$ cat config.mk
export PLATFORM = sky130hd
export DESIGN_NAME = alu_seq
export DESIGN_NICKNAME = d
export VERILOG_FILES = /design/src/rtl/alu_seq_pkg.sv /design/src/rtl/alu_seq_iter.sv /design/src/rtl/alu_seq.sv
export SDC_FILE = /design/constraint.sdc
export NUM_CORES = 1
export LEC_CHECK = 0
export BUFFER_PORTS_ARGS = -buffer_cell sky130_fd_sc_hd__buf_2
export CORE_MARGIN = 2
export CORE_UTILIZATION = 45
export CTS_CLUSTER_DIAMETER = 50
export DETAILED_ROUTE_END_ITERATION = 8
export PLACE_DENSITY_LB_ADDON = 0.3
export SETUP_SLACK_MARGIN = 0.15
export SLEW_MARGIN = 30
export SYNTH_ARGS = -nofsm -noshare
export SYNTH_HDL_FRONTEND = slang
export SYNTH_SLANG_ARGS = --single-unit
$ cat constraint.sdc
create_clock -name clk -period 4.65 [get_ports clk]
set_input_delay 0.93 -clock clk [delete_from_list [all_inputs] [get_ports clk]]
set_output_delay 0.93 -clock clk [all_outputs]
set_load 0.01 [all_outputs]
$ cat src/rtl/alu_seq_pkg.sv
// Shared definitions for the sequential accumulator ALU: opcodes, FSM states,
// flag bit positions and iterative-unit modes.
package alu_seq_pkg;

    localparam logic [7:0] OP_NOP = 8'h00;
    localparam logic [7:0] OP_LDA = 8'h01;
    localparam logic [7:0] OP_ADD = 8'h02;
    localparam logic [7:0] OP_SUB = 8'h03;
    localparam logic [7:0] OP_AND = 8'h04;
    localparam logic [7:0] OP_OR  = 8'h05;
    localparam logic [7:0] OP_XOR = 8'h06;
    localparam logic [7:0] OP_NOT = 8'h07;
    localparam logic [7:0] OP_SHL = 8'h08;
    localparam logic [7:0] OP_SHR = 8'h09;
    localparam logic [7:0] OP_ASR = 8'h0A;
    localparam logic [7:0] OP_MUL = 8'h0B;
    localparam logic [7:0] OP_CMP = 8'h0C;
    localparam logic [7:0] OP_ADC = 8'h0D;

    typedef enum logic [1:0] {
        IDLE = 2'd0,
        EXEC = 2'd1,
        DONE = 2'd2
    } state_t;

    localparam int FLAG_ZERO    = 0;
    localparam int FLAG_NEG     = 1;
    localparam int FLAG_CARRY   = 2;
    localparam int FLAG_OVF     = 3;
    localparam int FLAG_ILLEGAL = 4;
    localparam int NUM_FLAGS    = 5;

    typedef enum logic [1:0] {
        IT_SHL = 2'd0,
        IT_SHR = 2'd1,
        IT_ASR = 2'd2,
        IT_MUL = 2'd3
    } iter_mode_t;

endpackage

$ cat src/rtl/alu_seq_iter.sv
// Iterative unit: one-bit-per-cycle shifter and shift-add multiplier.
// done/value/carry describe the step taken on the coming clock edge.
module alu_seq_iter
    import alu_seq_pkg::*;
#(
    parameter int WIDTH = 16,
    parameter int CNT_W = $clog2(WIDTH + 1)
) (
    input  logic             clk,
    input  logic             rst,
    input  logic             start,
    input  iter_mode_t       mode,
    input  logic [WIDTH-1:0] a,
    input  logic [WIDTH-1:0] b,
    input  logic [CNT_W-1:0] count,
    output logic             done,
    output logic [WIDTH-1:0] value,
    output logic             carry
);

    iter_mode_t           mode_q;
    logic [2*WIDTH-1:0]   work_q;
    logic [2*WIDTH-1:0]   work_d;
    logic [WIDTH-1:0]     mcand_q;
    logic [CNT_W-1:0]     cnt_q;
    logic [WIDTH:0]       mul_sum;
    logic                 step_carry;

    // MUL keeps {partial high half, remaining multiplier bits} in work_q.
    always_comb begin
        work_d     = work_q;
        step_carry = 1'b0;
        mul_sum    = {1'b0, work_q[2*WIDTH-1:WIDTH]}
                   + (work_q[0] ? {1'b0, mcand_q} : {(WIDTH+1){1'b0}});
        case (mode_q)
            IT_SHL: begin
                work_d     = {{WIDTH{1'b0}}, work_q[WIDTH-2:0], 1'b0};
                step_carry = work_q[WIDTH-1];
            end
            IT_SHR: begin
                work_d     = {{WIDTH{1'b0}}, 1'b0, work_q[WIDTH-1:1]};
                step_carry = work_q[0];
            end
            IT_ASR: begin
                work_d     = {{WIDTH{1'b0}}, work_q[WIDTH-1], work_q[WIDTH-1:1]};
                step_carry = work_q[0];
            end
            IT_MUL: begin
                work_d     = {mul_sum, work_q[WIDTH-1:1]};
                step_carry = |work_d[2*WIDTH-1:WIDTH];
            end
            default: begin
                work_d     = work_q;
                step_carry = 1'b0;
            end
        endcase
    end

    assign done  = (cnt_q == CNT_W'(1));
    assign value = work_d[WIDTH-1:0];
    assign carry = step_carry;

    always_ff @(posedge clk or posedge rst) begin
        if (rst) begin
            mode_q  <= IT_SHL;
            work_q  <= '0;
            mcand_q <= '0;
            cnt_q   <= '0;
        end else if (start) begin
            mode_q  <= mode;
            work_q  <= (mode == IT_MUL) ? {{WIDTH{1'b0}}, b} : {{WIDTH{1'b0}}, a};
            mcand_q <= a;
            cnt_q   <= count;
        end else if (cnt_q != '0) begin
            work_q <= work_d;
            cnt_q  <= cnt_q - CNT_W'(1);
        end
    end

endmodule

$ cat src/rtl/alu_seq.sv
// Accumulator ALU with valid/ready handshake on both sides; shifts by k>0 and
// MUL run through the iterative unit, everything else completes in one cycle.
module alu_seq
    import alu_seq_pkg::*;
#(
    parameter int WIDTH   = 16,
    parameter int OP_W    = 8,
    parameter int SHAMT_W = $clog2(WIDTH)
) (
    input  logic             clk,
    input  logic             rst,
    input  logic             in_valid,
    output logic             in_ready,
    input  logic [OP_W-1:0]  opcode,
    input  logic [WIDTH-1:0] operand,
    output logic             out_valid,
    input  logic             out_ready,
    output logic [WIDTH-1:0] result,
    output logic             flag_zero,
    output logic             flag_neg,
    output logic             flag_carry,
    output logic             flag_ovf,
    output logic             flag_illegal,
    output logic             busy
);

    localparam int CNT_W = $clog2(WIDTH + 1);

    state_t               state_q, state_d;
    logic [WIDTH-1:0]     acc_q, acc_d;
    logic [NUM_FLAGS-1:0] flags_q, flags_d;

    logic                 accept;
    logic [SHAMT_W-1:0]   shamt;
    logic                 is_shift;
    logic                 is_exec;

    logic [WIDTH-1:0]     sc_acc;
    logic [NUM_FLAGS-1:0] sc_flags;
    logic [WIDTH-1:0]     sc_val;
    logic [WIDTH:0]       sc_sum;
    logic                 sc_c, sc_v, sc_upd, sc_wr;

    logic                 iter_start;
    iter_mode_t           iter_mode;
    logic [CNT_W-1:0]     iter_count;
    logic                 iter_done;
    logic [WIDTH-1:0]     iter_value;
    logic                 iter_carry;

    assign in_ready  = (state_q == IDLE) || ((state_q == DONE) && out_ready);
    assign accept    = in_valid && in_ready;
    assign out_valid = (state_q == DONE);
    assign busy      = (state_q == EXEC);
    assign result    = acc_q;

    assign flag_zero    = flags_q[FLAG_ZERO];
    assign flag_neg     = flags_q[FLAG_NEG];
    assign flag_carry   = flags_q[FLAG_CARRY];
    assign flag_ovf     = flags_q[FLAG_OVF];
    assign flag_illegal = flags_q[FLAG_ILLEGAL];

    assign shamt    = operand[SHAMT_W-1:0];
    assign is_shift = (opcode == OP_W'(OP_SHL)) || (opcode == OP_W'(OP_SHR))
                   || (opcode == OP_W'(OP_ASR));
    assign is_exec  = (is_shift && (shamt != '0)) || (opcode == OP_W'(OP_MUL));

    always_comb begin
        iter_mode  = IT_MUL;
        iter_count = CNT_W'(WIDTH);
        if (opcode == OP_W'(OP_SHL)) begin
            iter_mode  = IT_SHL;
            iter_count = CNT_W'(shamt);
        end else if (opcode == OP_W'(OP_SHR)) begin
            iter_mode  = IT_SHR;
            iter_count = CNT_W'(shamt);
        end else if (opcode == OP_W'(OP_ASR)) begin
            iter_mode  = IT_ASR;
            iter_count = CNT_W'(shamt);
        end
    end

    // Single-cycle datapath; a zero-distance shift lands here and leaves acc alone.
    always_comb begin
        sc_val   = acc_q;
        sc_sum   = '0;
        sc_c     = 1'b0;
        sc_v     = 1'b0;
        sc_upd   = 1'b1;
        sc_wr    = 1'b1;
        sc_flags = flags_q;
        sc_acc   = acc_q;
        case (opcode)
            OP_W'(OP_NOP): sc_upd = 1'b0;
            OP_W'(OP_LDA): sc_val = operand;
            OP_W'(OP_ADD), OP_W'(OP_ADC): begin
                sc_sum = {1'b0, acc_q} + {1'b0, operand}
                       + {{WIDTH{1'b0}}, (opcode == OP_W'(OP_ADC)) && flags_q[FLAG_CARRY]};
                sc_val = sc_sum[WIDTH-1:0];
                sc_c   = sc_sum[WIDTH];
                sc_v   = (acc_q[WIDTH-1] == operand[WIDTH-1])
                      && (sc_val[WIDTH-1] != acc_q[WIDTH-1]);
            end
            OP_W'(OP_SUB), OP_W'(OP_CMP): begin
                sc_val = acc_q - operand;
                sc_c   = (acc_q < operand);
                sc_v   = (acc_q[WIDTH-1] != operand[WIDTH-1])
                      && (sc_val[WIDTH-1] != acc_q[WIDTH-1]);
                sc_wr  = (opcode == OP_W'(OP_SUB));
            end
            OP_W'(OP_AND): sc_val = acc_q & operand;
            OP_W'(OP_OR):  sc_val = acc_q | operand;
            OP_W'(OP_XOR): sc_val = acc_q ^ operand;
            OP_W'(OP_NOT): sc_val = ~acc_q;
            OP_W'(OP_SHL), OP_W'(OP_SHR), OP_W'(OP_ASR), OP_W'(OP_MUL): sc_val = acc_q;
            default: begin
                sc_upd                 = 1'b0;
                sc_flags[FLAG_ILLEGAL] = 1'b1;
            end
        endcase
        if (sc_upd) begin
            sc_flags[FLAG_ZERO]  = (sc_val == '0);
            sc_flags[FLAG_NEG]   = sc_val[WIDTH-1];
            sc_flags[FLAG_CARRY] = sc_c;
            sc_flags[FLAG_OVF]   = sc_v;
            if (sc_wr) begin
                sc_acc = sc_val;
            end
        end
        if (opcode == OP_W'(OP_NOP)) begin
            sc_flags[FLAG_ILLEGAL] = 1'b0;
        end else if (sc_upd) begin
            sc_flags[FLAG_ILLEGAL] = 1'b0;
        end
    end

    always_comb begin
        state_d    = state_q;
        acc_d      = acc_q;
        flags_d    = flags_q;
        iter_start = 1'b0;
        case (state_q)
            IDLE: state_d = IDLE;
            EXEC: begin
                if (iter_done) begin
                    acc_d                 = iter_value;
                    flags_d[FLAG_ZERO]    = (iter_value == '0);
                    flags_d[FLAG_NEG]     = iter_value[WIDTH-1];
                    flags_d[FLAG_CARRY]   = iter_carry;
                    flags_d[FLAG_OVF]     = 1'b0;
                    flags_d[FLAG_ILLEGAL] = 1'b0;
                    state_d               = DONE;
                end
            end
            DONE: begin
                if (out_ready) begin
                    state_d = IDLE;
                end
            end
            default: state_d = IDLE;
        endcase
        // accept can only be high in IDLE or in DONE while the result is consumed.
        if (accept) begin
            if (is_exec) begin
                iter_start = 1'b1;
                state_d    = EXEC;
            end else begin
                acc_d   = sc_acc;
                flags_d = sc_flags;
                state_d = DONE;
            end
        end
    end

    always_ff @(posedge clk or posedge rst) begin
        if (rst) begin
            state_q <= IDLE;
            acc_q   <= '0;
            flags_q <= '0;
        end else begin
            state_q <= state_d;
            acc_q   <= acc_d;
            flags_q <= flags_d;
        end
    end

    alu_seq_iter #(
        .WIDTH (WIDTH),
        .CNT_W (CNT_W)
    ) u_iter (
        .clk   (clk),
        .rst   (rst),
        .start (iter_start),
        .mode  (iter_mode),
        .a     (acc_q),
        .b     (operand),
        .count (iter_count),
        .done  (iter_done),
        .value (iter_value),
        .carry (iter_carry)
    );

endmodule

==> metrics.md <==
| Metric | Value |
|---|---|
| Outcome | `finished, final reports clean` |
| FMAX | `243 MHz` |
| Post-synth ARST share | `1.00` |
| Die W | `137 um` |
| # port buffers | `51` |
| Simple-gate share of the synthesized area | `0.192` |
| WL final | `26000 um` |
| Worst Path Arrival | `4.37 ns` |
| Hold path cells | `2` |
| Worst min path class | `flop to flop` |
| Vias | `7902` |
| Area Growth Syn to Fin | `9.88%` |
| Inserted Clock Buffers | `9` |
| Drt drc | `0` |
| Maxcap violations | `0` |
| CP Max Fanout | `4` |
| Seq/Total Area, Yosys | `0.245` |
| Wirelength per Cell | `21.4 um` |
| Slew Viols, Final | `0` |
| Largest family of logic cells by synthesized area | `compound AO/OA/AOI/OAI gates` |
| Top FF cell, synth | `dfrtp_1` |
| Hold EP | `u_iter.mcand_q[15]$_DFFE_PP0P_` |
| Die Area | `0.0188 sq mm` |
| Post-Synth XOR/XNOR Area | `0.0154` |
| Clock transition at path regs | `0.06 ns` |
| H-tree levels | `3` |
| Tcrit/Tclk final | `0.885` |
| Worst reg2reg endpoint | `flags_q[0]$_DFFE_PP0P_` |
| Synth Net Count | `1060` |
| Post-synth EDFFs | `0` |
| Non-Filler Instances | `1213` |
| Rows | `48` |
| DR vias/cell | `6.51` |
| Final min period | `4.12 ns` |
| Startpoint types | `primary input` |
| Layout cell share with drive strength beyond 1 | `0.133` |
| Initial Util | `0.460` |
| Hold path startpoint | `u_iter.mcand_q[15]$_DFFE_PP0P_` |
| Met2 Usage GRT | `0.464` |
| CTS Sinks | `78` |
| CTS Hold Buffers Added | `0` |
| Setup repair bufs after CTS | `0` |
| Gr busiest metal | `met2` |
| Required time worst endpoint | `4.91 ns` |
| Post-DP HPWL | `19600 um` |
| Pwr Density | `442 mW/mm^2` |
| Clock tree from TritonCTS | `yes` |
| Met1 Use GR | `0.397` |
| Endpoint type of the worst setup path | `flop` |
| Global placer's final weighted congestion | `0.967` |
| Fin util | `0.505` |
| Crit Path Class | `primary input to flop` |
| Core area | `0.0173 sq mm` |
| CP Launch Point | `opcode[5]` |
| Synth Area in Adders | `0.122` |
| DP Area | `0.00840 sq mm` |
| Setup slack, reg-to-reg | `0.91 ns` |
| Setup WS post-layout | `0.533 ns` |
| Sequential Area | `0.00195 sq mm` |
| Clock Latency Late Sink | `0.34 ns` |
| Avg Inst Size Synth | `8.31 sq um` |
| Ant diodes | `0` |
| Pre-CTS setup slack | `0.216 ns` |
| Fillers | `1718` |
| Largest net degree at the start of global routing | `58` |
| Inst Count DP | `1196` |
| Longest Clk Path Bufs | `2` |
| First-pass GRT wire length | `41500 um` |
| Nets | `1086` |
| Footprint of the multi-input gates | `0.00548 sq mm` |
| Global Route Usage Sum | `0.285` |
| Most frequent cells in the layout | `dfrtp_1 (78), nand2_1 (76), ha_1 (71)` |
| Die height | `137 um` |
| Vias in the first global route | `7591` |
| Final Hold Fails | `0` |
| Routed Antenna Nets | `0` |
| Overflow after GRT | `0` |
| Mapped Cells | `957` |
| RSZ-0062 raised after global routing | `false` |
| Worst R2R Path Depth | `12` |
| Root cell of the clock tree | `clkbuf_16` |
| Initial DRC Count | `641` |
| Post-Syn Area | `0.00795 sq mm` |
| Final setup TNS | `0 ns` |
| YS warnings | `0` |
| Yosys reg bits | `78` |
| Worst-margin pin slew | `1.01 ns` |
| Complex-gate fraction of the synthesized area | `0.308` |
| Initial antenna violation count | `1` |
| Num ports | `52` |
| Worst r2r src | `flags_q[2]$_DFFE_PP0P_` |
| Distinct cells, synth | `87` |
| Most common cell after layout, fill and taps aside | `dfrtp_1` |
| Met3 usage | `0.0270` |
| Post-CTS Resized | `0` |
| Design area | `0.00874 sq mm` |
| DRT Pass-1 Iters | `5` |
| Skew final | `0.00542 ns` |
| Final setup viols | `0` |
| Peak supply drop | `0.201 mV` |
| Pleak | `0.00396 uW` |
| Fraction of synthesized area in multiplexers | `0.0503` |
| Relative slew slack | `0.323` |
cell families after synthesis:
logic type	after synthesis
mux	25
compound gates	337
fa+ha+maj	75
simple gates	298
xor+xnor	14
buf+inv	130
flops	78
metrics by stage:
stage	hold WS (ns)	total power, uW
global placement	0.455	3010
floorplan	0.442	2440
finish	0.472	3870
global route	0.510	4120
CTS	0.476	3820
detailed placement	0.463	3030
cell type report:
cell class / count / share of cell area
Clock buffer: 11 / 0.0278
Timing Repair Buffer: 73 / 0.0485
Sequential cell: 78 / 0.223
Tap cell: 225 / 0.0322
Inverter: 72 / 0.0315
Clock inverter: 5 / 0.00945
Multi-Input combinational cell: 749 / 0.627
how the worst max path moves through the flow:
stage	slack [ns]	endpoint	cells after the start
6_report	0.53	flags_q[0]$_DFFE_PP0P_	13
5_1_grt	0.47	flags_q[0]$_DFFE_PP0P_	13
4_1_cts	0.58	flags_q[0]$_DFFE_PP0P_	13
3_5_place_dp	0.22	flags_q[0]$_DFFE_PP0P_	13
3_3_place_gp	0.30	flags_q[0]$_DFFE_PP0P_	13
2_1_floorplan	0.41	flags_q[0]$_DFFE_PP0P_	15
state kept, by name (all words and copies together), names as in the netlist:
name,flops
u_iter.work_q,32
u_iter.mcand_q,16
flags_q,5
result,16
state_q,2
u_iter.mode_q,2
u_iter.cnt_q,5
synth_stat cells, types with 8 or more instances:
cell type  count  area (sq um)
mux2i_1       13           130
o211ai_1      10          75.1
a31oi_1       15          93.8
a22o_1        15           131
o21a_1        19           143
inv_1         70           263
nand4_1        9          56.3
a221o_1        8          80.1
o21ai_0       56           280
nand2_1       76           285
xor2_1         8          70.1
ha_1          71           888
and3_1        11          68.8
a22oi_1       21           158
mux4_2        12           270
o31ai_1        8          60.1
nand3_1       20           100
dfrtp_1       78          1950
buf_2         18          90.1
nor2_1        69           259
nor2b_1       15          93.8
a211oi_1      24           180
and2_1        23           144
nor3_1        22           110
clkbuf_1      31           116
o22ai_1        8          50.1
a221oi_1      11          96.3
a21oi_1       56           280
a21o_1         9          67.6
o2111ai_1      8          70.1
layer usage:
layer | vias to the layer above | share of wire
met2 | 374 | 0.47
li1 | 3659 | -
met1 | 3818 | 0.43
met3 | 51 | 0.079
met4 | 0 | 0.024
met5 | - | 0
power by group:
part           internal [uW]  switching (uW)  leakage (uW)  total, uW
clock network            485             286      0.000148        771
logic                    761            1250       0.00282       2020
registers                848             231      0.000988       1080
total                   2090            1770       0.00396       3870
worst max-delay path, cell delays in order:
cell and delay (ns):
buf_2 0.12, nor4_2 0.35, nand3_1 0.24, fa_1 0.46
fa_1 0.44, nor2b_1 0.15, o2111ai_1 0.14, and3_1 0.20
or2_2 0.30, a221o_1 0.31, a311oi_1 0.33, nand4_1 0.16
o31ai_2 0.23
Note: power is estimated with default switching activity, not from simulation.
